[src/rtl/i2s_target.sv]
// I2S target (codec side): receives one sample per channel slot on sdin and transmits
// tx_data0/tx_data1 on sdout, all sampled into the clk domain through synchronizers.
module i2s_target #(
    parameter int unsigned WIDTH = 24,
    parameter int unsigned SYNC  = 2
) (
    input  logic             clk,
    input  logic             rstn,
    input  logic             sclk,
    input  logic             lrclk,
    input  logic             sdin,
    output logic             sdout,
    output logic [WIDTH-1:0] rx_data,
    output logic [1:0]       rx_vld,
    output logic [1:0]       tx_ack,
    input  logic [WIDTH-1:0] tx_data0,
    input  logic [WIDTH-1:0] tx_data1,
    output logic             locked,
    output logic             short_err
);

    localparam logic [5:0] WidthCnt = 6'(WIDTH);
    localparam logic [5:0] LastBit  = 6'(WIDTH - 1);
    localparam logic [5:0] CntMax   = 6'd63;

    // Synchronizers and sclk edge detection
    logic [SYNC-1:0] sclk_sync_q;
    logic [SYNC-1:0] lr_sync_q;
    logic [SYNC-1:0] sd_sync_q;
    logic            sclk_prev_q;
    logic            rise_q;
    logic            fall_q;
    logic            sclk_s;
    logic            lr_s;
    logic            sd_s;

    assign sclk_s = sclk_sync_q[SYNC-1];
    assign lr_s   = lr_sync_q[SYNC-1];
    assign sd_s   = sd_sync_q[SYNC-1];

    always_ff @(posedge clk or negedge rstn) begin
        if (!rstn) begin
            sclk_sync_q <= '0;
            lr_sync_q   <= '0;
            sd_sync_q   <= '0;
            sclk_prev_q <= 1'b0;
            rise_q      <= 1'b0;
            fall_q      <= 1'b0;
        end else begin
            sclk_sync_q <= {sclk_sync_q[SYNC-2:0], sclk};
            lr_sync_q   <= {lr_sync_q[SYNC-2:0], lrclk};
            sd_sync_q   <= {sd_sync_q[SYNC-2:0], sdin};
            sclk_prev_q <= sclk_s;
            rise_q      <= sclk_s & ~sclk_prev_q;
            fall_q      <= ~sclk_s & sclk_prev_q;
        end
    end

    // Slot tracking, receive and transmit datapath
    logic             lr_prev_q,   lr_prev_d;
    logic             ch_q,        ch_d;
    logic             locked_q,    locked_d;
    logic [5:0]       bit_cnt_q,   bit_cnt_d;
    logic [WIDTH-1:0] rx_shift_q,  rx_shift_d;
    logic [WIDTH-1:0] rx_data_q,   rx_data_d;
    logic [1:0]       rx_vld_q,    rx_vld_d;
    logic             short_err_q, short_err_d;
    logic [WIDTH-1:0] tx_shift_q,  tx_shift_d;
    logic [1:0]       ack_pend_q,  ack_pend_d;
    logic [1:0]       tx_ack_q,    tx_ack_d;
    logic             sdout_q,     sdout_d;

    always_comb begin
        lr_prev_d   = lr_prev_q;
        ch_d        = ch_q;
        locked_d    = locked_q;
        bit_cnt_d   = bit_cnt_q;
        rx_shift_d  = rx_shift_q;
        rx_data_d   = rx_data_q;
        rx_vld_d    = 2'b00;
        short_err_d = 1'b0;
        tx_shift_d  = tx_shift_q;
        ack_pend_d  = 2'b00;
        tx_ack_d    = ack_pend_q;
        sdout_d     = sdout_q;

        if (rise_q) begin
            lr_prev_d = lr_s;
            if (lr_s != lr_prev_q) begin
                // Slot boundary: a partial sample in a locked slot is dropped and flagged
                if (locked_q && (bit_cnt_q != 6'd0) && (bit_cnt_q < WidthCnt)) begin
                    short_err_d = 1'b1;
                end
                bit_cnt_d  = 6'd0;
                ch_d       = lr_s;
                locked_d   = 1'b1;
                rx_shift_d = '0;
                tx_shift_d = lr_s ? tx_data1 : tx_data0;
                ack_pend_d = lr_s ? 2'b10 : 2'b01;
            end else begin
                if (bit_cnt_q != CntMax) begin
                    bit_cnt_d = bit_cnt_q + 6'd1;
                end
                if (locked_q && (bit_cnt_q < WidthCnt)) begin
                    rx_shift_d = {rx_shift_q[WIDTH-2:0], sd_s};
                    if (bit_cnt_q == LastBit) begin
                        rx_data_d      = {rx_shift_q[WIDTH-2:0], sd_s};
                        rx_vld_d[ch_q] = 1'b1;
                    end
                end
            end
        end

        // Zeros shift in behind the sample, so sdout idles low once WIDTH bits are out
        if (fall_q) begin
            if (locked_q) begin
                sdout_d    = tx_shift_q[WIDTH-1];
                tx_shift_d = {tx_shift_q[WIDTH-2:0], 1'b0};
            end else begin
                sdout_d = 1'b0;
            end
        end
    end

    always_ff @(posedge clk or negedge rstn) begin
        if (!rstn) begin
            lr_prev_q   <= 1'b0;
            ch_q        <= 1'b0;
            locked_q    <= 1'b0;
            bit_cnt_q   <= 6'd0;
            rx_shift_q  <= '0;
            rx_data_q   <= '0;
            rx_vld_q    <= 2'b00;
            short_err_q <= 1'b0;
            tx_shift_q  <= '0;
            ack_pend_q  <= 2'b00;
            tx_ack_q    <= 2'b00;
            sdout_q     <= 1'b0;
        end else begin
            lr_prev_q   <= lr_prev_d;
            ch_q        <= ch_d;
            locked_q    <= locked_d;
            bit_cnt_q   <= bit_cnt_d;
            rx_shift_q  <= rx_shift_d;
            rx_data_q   <= rx_data_d;
            rx_vld_q    <= rx_vld_d;
            short_err_q <= short_err_d;
            tx_shift_q  <= tx_shift_d;
            ack_pend_q  <= ack_pend_d;
            tx_ack_q    <= tx_ack_d;
            sdout_q     <= sdout_d;
        end
    end

    assign sdout     = sdout_q;
    assign rx_data   = rx_data_q;
    assign rx_vld    = rx_vld_q;
    assign tx_ack    = tx_ack_q;
    assign locked    = locked_q;
    assign short_err = short_err_q;

endmodule

[config.mk]
export PLATFORM = sky130hd
export DESIGN_NAME = i2s_target
export DESIGN_NICKNAME = d
export VERILOG_FILES = /design/src/rtl/i2s_target.sv
export SDC_FILE = /design/constraint.sdc
export NUM_CORES = 1
export LEC_CHECK = 0
export BUFFER_PORTS_ARGS = -buffer_cell sky130_fd_sc_hd__buf_2
export CORE_MARGIN = 2
export CORE_UTILIZATION = 45
export CTS_BUF_LIST = sky130_fd_sc_hd__clkbuf_2
export CTS_CLUSTER_SIZE = 28
export DETAILED_ROUTE_END_ITERATION = 8
export PLACE_DENSITY = 0.78
export SYNTH_ARGS = -nofsm -noshare
export SYNTH_HDL_FRONTEND = slang
export SYNTH_SLANG_ARGS = --single-unit
[constraint.sdc]
create_clock -name clk -period 2.4 [get_ports clk]
set_input_delay 0.24 -clock clk [delete_from_list [all_inputs] [get_ports clk]]
set_output_delay 0.24 -clock clk [all_outputs]
set_load 0.03 [all_outputs]
==> flow_summary.ini, run 1 <==
[run_status]
run_status = completed

[global_routing]
grt_overflow = 0
grt_pass1_wl_um = 15200
grt_pass1_vias = 3284
grt_max_degree = 50
grtUsageTotal_pct = 18.25
antenna_found_initial = 0

[synth]
yosys.area.top_type_share_pct = 54.66
synth-compound-area-share_pct = 15.47
syn_nets = 480
yosysWarnings = 0
synth_top_family_by_area = compound AO/OA/AOI/OAI gates
synth_area_leader_cell = dfrtp_1
ys_types = 30
muxShareOfSynthArea_pct = 8.284
ys_ff_latch = 97
syn_area_um2 = 4441
postSynthAreaPerCell_um2 = 10.50
synthAdderAreaFrac_pct = 1.127
syn_inst = 423
yosysSeqAreaShare_pct = 54.66
yosys.area_share.xor_xnor_pct = 0
synthTopCellsByArea = dfrtp_1 (55%), mux2_4 (6.1%), o21ai_0 (5.9%)
yosys.area_share.simple_pct = 14.20

[sta]
max_slew_margin_pct = 42.83
skew_ps = 21.75
tightestPinTransition_ps = 857.6
rsz0062_at_grt = false
period_minus_slack_ps = 1966
hold_viol_final = 0
finalSetupViolCount = 0
fmaxAchievable_mhz = 508.7
period_share_pct = 81.92
drv_slew = 0
tns_ps = 0

[drt]
drtPass1Iterations = 5
num_vias = 3380
drt_iter0_markers = 169
drc = 0
viasPerCell = 5.248
drtAntennaViolNets = 0
wl_per_cell_um = 14.27
finalWirelength_um = 9193

[die]
io_pins = 84
start_util_pct = 45.85
die_w_um = 103.3
die_h_um = 103.3
core_um2 = 9684
rows = 36
die_area_um2 = 10680

[power]
p_seq_share_pct = 57.3
p_int_mw = 2.468
leakage_nw = 2.387
switching_share_pct = 26.90
cellPowerDensity_nw_per_um2 = 643.1
peakVddDrop_uv = 394.7
switching_power_mw = 0.9080
fin_total_pwr_mw = 3.376
clkPwrFrac_pct = 28.4
comb_power_share_pct = 14.3

[placement]
place_area_um2 = 4975
dpl.hpwl_um = 6194
dp.cells = 617
portBuffers = 83
gp_congestion = 0.8083

[clocking]
clkLatencyLatePin_ps = 520
clock_sinks = 97
clkSlewWorstSetupHoldPaths_ps = 240
cts.path.max_buffers = 2
cts_htree_levels = 3
cts_tree = done
cts_buffers = 9
cts_root_buf = clkbuf_2

[layout]
stdcell_count = 644
fin_nets = 564
drive_gt1_share_pct = 26.61
fin_area_um2 = 5250
area_delta_synth_final_pct = 18.23
diodes = 0
final_common_cell = dfrtp_1
final_cell_mix = dfrtp_1 (97), buf_2 (82), nand2_1 (55)

[critical_path]
cp-start-kind = register
critPathCaptureType = register
crit_fanout = 26
required_ps = 2810
reg2reg_from = lr_sync_q[1]
startpoint = lr_sync_q[1]
cp_data_arrival_time_ps = 2380
path_class = register to register

[worst_hold_path]
min_from = tx_data1[7]
min_path_type = input port to register

[job]
drv_cap = 0
-- kinds of logic (layout without fill, tap and decap cells) --
logic type / after synthesis / count (layout)
and+or+nand+nor: 127 / 127
AOI/OAI and AO/OA: 105 / 105
DFF: 97 / 97
buffers and inverters: 63 / 151
muxes: 27 / 27
adders and majority gates: 4 / 4
-- sequential cells by signal, summed over array words and instances (netlist names) --
register and flops:
tx_ack 2, rx_vld 2, sclk_prev_q 1, locked 1, sdout 1, tx_shift_q 24, lr_prev_q 1, fall_q 1
ch_q 1, rx_data 24, rx_shift_q 23, sd_sync_q 2, bit_cnt_q 6, lr_sync_q 2, sclk_sync_q 2, ack_pend_q 2
short_err 1, rise_q 1
-- timing repair --
action	in CTS	in global routing
endpoints found under the hold margin	51	4
hold buffers	8	4
gates resized for setup	0	0
buffers inserted	0	0
-- path summary, 6_finish.rpt --
check	cells after the start	slack [ps]	endpoint
min in group asynchronous	2	230	rx_data[13]
worst max-delay path	7	430	tx_shift_q[6]
max in group asynchronous	3	1460	rx_shift_q[1]
worst max register to register	7	430	tx_shift_q[6]
worst min-delay path	3	30	tx_shift_q[7]
worst min register to register	0	380	sclk_sync_q[1]
-- cell usage after synthesis (all sizes together) --
cell    instances
a211oi         24
a21oi           2
a31oi           2
and2            5
and3            2
and3b           1
and4b           2
buf            15
clkbuf         20
dfrtp          97
ha              4
inv            28
mux2           24
mux2i           3
nand2          55
nand2b          2
nand3          24
nand4           1
nor2            3
nor2b          27
nor3            2
nor4            2
o2111a          2
o21ai          52
o221ai         23
or4b            1
-- power by group through the flow --
stage	clock (mW)	combinational [mW]	sequential, mW
2_1_floorplan	0	0.291	1.95
3_3_place_gp	0	0.444	1.95
3_5_place_dp	0	0.468	1.96
4_1_cts	0.980	0.480	1.93
5_1_grt	1.05	0.552	1.96
6_report	0.960	0.482	1.93
-- metal layers --
metal / track usage, % / wire length, um / vias to the layer above
met2: 29.97 / 4556 / 96
met1: 24.49 / 4074 / 1613
li1: - / - / 1649
met5: 0 / 0 / -
met4: 6.377 / 207 / 0
met3: 3.360 / 356 / 22
-- layout make-up --
cell class / instances / area [um^2]
Inverter: 28 / 105.1
Tap cell: 133 / 166.4
Clock buffer: 10 / 50.05
Timing Repair Buffer: 108 / 660.6
Clock inverter: 5 / 105.1
Fill cell: 841 / 4434
Multi-Input combinational cell: 263 / 1735
Sequential cell: 97 / 2427
-- per-stage QoR --
stage	hold WS [ps]	setup WS [ps]	utilization, %
floorplan	-55.59	79.53	-
global placement	266.1	561.0	51.37
detailed placement	275.8	508.1	51.37
CTS	1.050	408.8	53.80
global route	0.5794	261.0	54.21
finish	33.21	434.0	54.21
-- worst max-delay path: stages (launching register included) --
cell and delay (ps):
dfrtp_1 400, inv_1 60, ha_1 330, buf_4 200
nand2b_1 160, buf_4 240, a211oi_1 340, o21ai_0 150
Note: power is estimated with default switching activity, not from simulation.
==> run 2, diff against run 1 <==
ABC_AREA = 1   (was not set)
PLACE_DENSITY = 0.75   (was 0.78)
clock period = 1.95 ns   (was 2.4 ns; I/O delays follow)
==> flow_summary.ini, run 2 <==
[run_status]
run_status = completed

[drt]
viasPerCell = 4.903
wl_per_cell_um = 12.53
drc = 0
drtPass1Iterations = 4
drtAntennaViolNets = 0
drt_iter0_markers = 140
finalWirelength_um = 9148
num_vias = 3579

[critical_path]
reg2reg_from = lr_sync_q[1]
r2r-end = rx_data[12]
required_ps = 2400
cp_data_arrival_time_ps = 2220
crit_chain = inv_1 > ha_1 > nand2_1 > nor2_1 > nand3_2 > buf_4 > nand2_1 > o21ai_1
worst-path-buf-inv = 2
path_class = register to register
cp-start-kind = register
crit_fanout = 50
cpPeakStageDelay_ps = 400
ff2ff_path_depth = 8
cp_common_cell = nand2_1
rrSetupSlack_ps = 170
crit_family = buffers and inverters
critPathCaptureType = register
crit_slowest_cell = dfrtp_1

[sta]
hold_viol_final = 0
period_share_pct = 91.20
fmaxAchievable_mhz = 562.3
finalSetupViolCount = 0
period_minus_slack_ps = 1778
tns_ps = 0
holdWs_ps = 22.29
rsz0062_at_grt = false
drv_slew = 0
skew_ps = 25.39
tightestPinTransition_ps = 524.7
max_slew_margin_pct = 64.93

[synth]
syn_area_um2 = 4323
syn_inst = 485
synthArstFlopShare_pct = 100.0
yosys.area.top_type_share_pct = 56.15
yosysWarnings = 0
synthTopCellsByArea = dfrtp_1 (56%), nand2_1 (7.8%), nor2_1 (6.7%)
syn_nets = 542
synth_edf_count = 0
post-synth-top-count-cell = dfrtp_1
yosysSeqAreaShare_pct = 56.15
postSynthAreaPerCell_um2 = 8.913
synth_commonest_cells = dfrtp_1 (97), nand2_1 (90), nor2_1 (77), inv_1 (41)
synth_area_leader_cell = dfrtp_1
synth_flop_cell = dfrtp_1
ys_ff_latch = 97
ys_types = 26

[power]
leakage_nw = 2.610
peakVddDrop_uv = 424.4
fin_total_pwr_mw = 3.907
cellPowerDensity_nw_per_um2 = 746.3

[die]
die_h_um = 102.0
start_util_pct = 46.56
core_um2 = 9284
die_w_um = 102.0
die_area_um2 = 10410
rows = 35
io_pins = 84

[clocking]
clkSlewWorstSetupHoldPaths_ps = 250
cts_tree = done
clock_sinks = 97
cts.path.max_buffers = 2
cts_buffers = 9
clkLatencyLatePin_ps = 520
cts_root_buf = clkbuf_2
cts_htree_levels = 3
cts_setup_buffers = 0

[layout]
final_common_cell = dfrtp_1
drive_gt1_share_pct = 22.63
fin_area_um2 = 5235
diodes = 0
stdcell_count = 730
area_delta_synth_final_pct = 21.10
fin_nets = 653
final_cell_mix = dfrtp_1 (97), nand2_1 (90), buf_2 (82)

[job]
drv_cap = 0

[placement]
portBuffers = 83
gp_congestion = 0.8462
dp.cells = 680
place_area_um2 = 4801
dpl.hpwl_um = 5943

[global_routing]
grt_max_degree = 51
grtUsageTotal_pct = 18.84
grt_overflow = 0
grt_pass1_vias = 3499
antenna_found_initial = 0
grt_pass1_wl_um = 15630

[worst_hold_path]
hold_end = tx_shift_q[1]
min_from = tx_data1[1]
hold_depth = 3
min_path_type = input port to register
[run 2: metrics by stage]
| step | util, % | setup slack (ps) |
|---|---|---|
| after floorplan | - | 14.66 |
| after global placement | 51.71 | 243.6 |
| after detailed placement | 51.71 | 174.9 |
| after CTS | 56.36 | 125.2 |
| after global routing | 56.39 | 3.608 |
| final | 56.39 | 171.6 |
[run 2: routing by layer]
layer	share of wire, %	routed length, um	global-route usage [%]
met4	1.5	133	5.949
met5	0	0	0
met2	47	4256	31.53
met1	47	4297	24.62
met3	5.0	460	4.104
[run 2: worst min-delay path, cell delays in order]
cell      delay (ps)
buf_2            100
o211ai_1         170
a21oi_1           70
[run 2: where the power goes]
part / leakage [nW] / switching (mW) / internal [mW] / total, mW
sequential: 1.26 / 0.156 / 2.23 / 2.39
combinational: 1.29 / 0.377 / 0.316 / 0.693
clock: 0.0573 / 0.661 / 0.168 / 0.828
total: 2.61 / 1.19 / 2.71 / 3.91
[run 2: final cells by class]
class	count	area, um^2
fillers	820	4049
flip-flops and latches	97	2427
multi-input cells	317	1536
repair buffers	127	845.8
inverters	44	172.7
well taps	129	161.4
clock inverters	7	46.29
clock buffers	9	45.04
[run 2: cell families (layout without fill, tap and decap cells)]
| logic type | count (synthesis) | after routing | synth area share (%) |
|---|---|---|---|
| adders and majority gates | 4 | 4 | 1.158 |
| buffers and inverters | 71 | 187 | 8.423 |
| and+or+nand+nor | 205 | 205 | 19.97 |
| DFF | 97 | 97 | 56.15 |
| AOI/OAI and AO/OA | 108 | 108 | 14.30 |
[run 2: worst max path at each step]
stage,depth (start not counted),endpoint,start,slack (ps)
floorplan,10,tx_shift_q[15],lr_sync_q[1],10
global placement,7,tx_shift_q[16],lr_sync_q[1],240
detailed placement,7,tx_shift_q[4],lr_sync_q[1],170
CTS,7,tx_shift_q[4],lr_sync_q[1],130
global route,8,rx_data[0],lr_sync_q[1],4
finish,8,rx_data[12],lr_sync_q[1],170
[run 2: timing repair]
action | CTS | global route
resized for setup | 0 | 1
endpoints found under the setup margin | 0 | 1
hold endpoints to repair | 123 | 0
hold buffers | 34 | 0
==> run 3, diff against run 2 <==
clock period = 2 ns   (was 1.95 ns; I/O delays follow)
==> flow_summary.ini, run 3 (synthesis gave the netlist of run 2 again) <==
[run_status]
run_status = completed

[power]
cellPowerDensity_nw_per_um2 = 725.3
fin_total_pwr_mw = 3.885
leakage_nw = 2.652
peakVddDrop_uv = 289.4

[critical_path]
cpPeakStageDelay_ps = 410
critPathCaptureType = register
cp-start-kind = register
required_ps = 2490
crit_chain = inv_1 > ha_1 > nor2_8 > inv_6 > nor2_1 > o21ai_0 > a21oi_1
path_class = register to register
crit_fanout = 48
worst-path-buf-inv = 2
cp_data_arrival_time_ps = 2330
crit_family = flip-flops
crit_slowest_cell = dfrtp_1

[clocking]
cts_buffers = 9
clock_sinks = 97
clkLatencyLatePin_ps = 570
cts_root_buf = clkbuf_2
cts_htree_levels = 3
cts_tree = done
cts.path.max_buffers = 2
clkSlewWorstSetupHoldPaths_ps = 270

[placement]
gp_congestion = 0.8491
dpl.hpwl_um = 5778
portBuffers = 83

[global_routing]
grt_pass1_vias = 3570
grtUsageTotal_pct = 19.61
grt_max_degree = 51
grt_pass1_wl_um = 16160
antenna_found_initial = 0
grt_overflow = 0

[job]
drv_cap = 0

[drt]
drc = 0
num_vias = 3626
wl_per_cell_um = 12.95
drtAntennaViolNets = 0
finalWirelength_um = 9597
drt_iter0_markers = 234
drtPass1Iterations = 4
viasPerCell = 4.893

[sta]
tightestPinTransition_ps = 525.3
period_minus_slack_ps = 1843
max_slew_margin_pct = 64.90
period_share_pct = 92.15
finalSetupViolCount = 0
rsz0062_at_grt = false
drv_slew = 0
skew_ps = 30.94
fmaxAchievable_mhz = 542.6
tns_ps = 0
hold_viol_final = 0

[layout]
fin_util_pct = 57.70
final_cell_mix = dfrtp_1 (97), nand2_1 (90), buf_2 (82)
diodes = 0
drive_gt1_share_pct = 22.22
n_fill_cell = 834
area_delta_synth_final_pct = 23.91
final_common_cell = dfrtp_1
fin_nets = 664

[die]
die_area_um2 = 10410
die_w_um = 102.0
die_h_um = 102.0
core_um2 = 9284
start_util_pct = 46.56
rows = 35
io_pins = 84

[worst_hold_path]
min_path_type = input port to asynchronous set/reset pin
## run 3: changes by cell type in the layout (fill, tap and decap cells not counted), sizes merged
cell / change
clkinv: -3
dlygate4sd3: +12
inv: +1
buf: -1
clkinvlp: +2
## run 3: power breakdown
group / switching, mW / internal (mW)
clock network: 0.676 / 0.174
logic: 0.380 / 0.323
registers: 0.158 / 2.17
## run 3: path summary, 6_finish.rpt
path | startpoint | end | slack [ps] | cells past startpoint
max | lr_sync_q[1] | tx_shift_q[23] | 160 | 7
min | rstn | rx_data[1] | 60 | 2
max reg2reg | lr_sync_q[1] | tx_shift_q[23] | 160 | 7
min reg2reg | ack_pend_q[1] | tx_ack[1] | 360 | 0
max in group asynchronous | rstn | tx_shift_q[2] | 1290 | 3
min in group clk | tx_data0[21] | tx_shift_q[21] | 70 | 5
## run 3: per-layer routing
metal	share of wire, %	global-route usage, %	routed length [um]
met3	5.9	6.224	566
met5	0	0	0
met2	49	32.54	4690
met4	1.7	5.128	163
met1	44	25.03	4176
## run 3: cell type report
class / count / area (um^2) / area share (%)
clock inverter: 7 / 55.05 / 1.028
multi-input combinational: 317 / 1536 / 28.68
timing repair buffer: 138 / 958.4 / 17.89
sequential: 97 / 2427 / 45.32
tap: 129 / 161.4 / 3.013
clock buffer: 9 / 45.04 / 0.8409
inverter: 44 / 172.7 / 3.224
## run 3: through the flow
step,hold WS (ps),cell area [um^2],instances,setup slack [ps]
5_1_grt,14.89,5356,741,70.87
4_1_cts,24.37,5354,741,121.8
2_1_floorplan,-95.59,4323,485,64.66
6_report,57.50,5356,741,157.0
3_5_place_dp,160.7,4793,679,175.8
3_3_place_gp,158.8,4793,679,286.1
## run 3: timing repair
item	CTS	global route
setup endpoints to repair	0	1
hold endpoints to repair	124	0
hold buffers	46	0
gates resized for setup	0	1
setup buffers	0	0
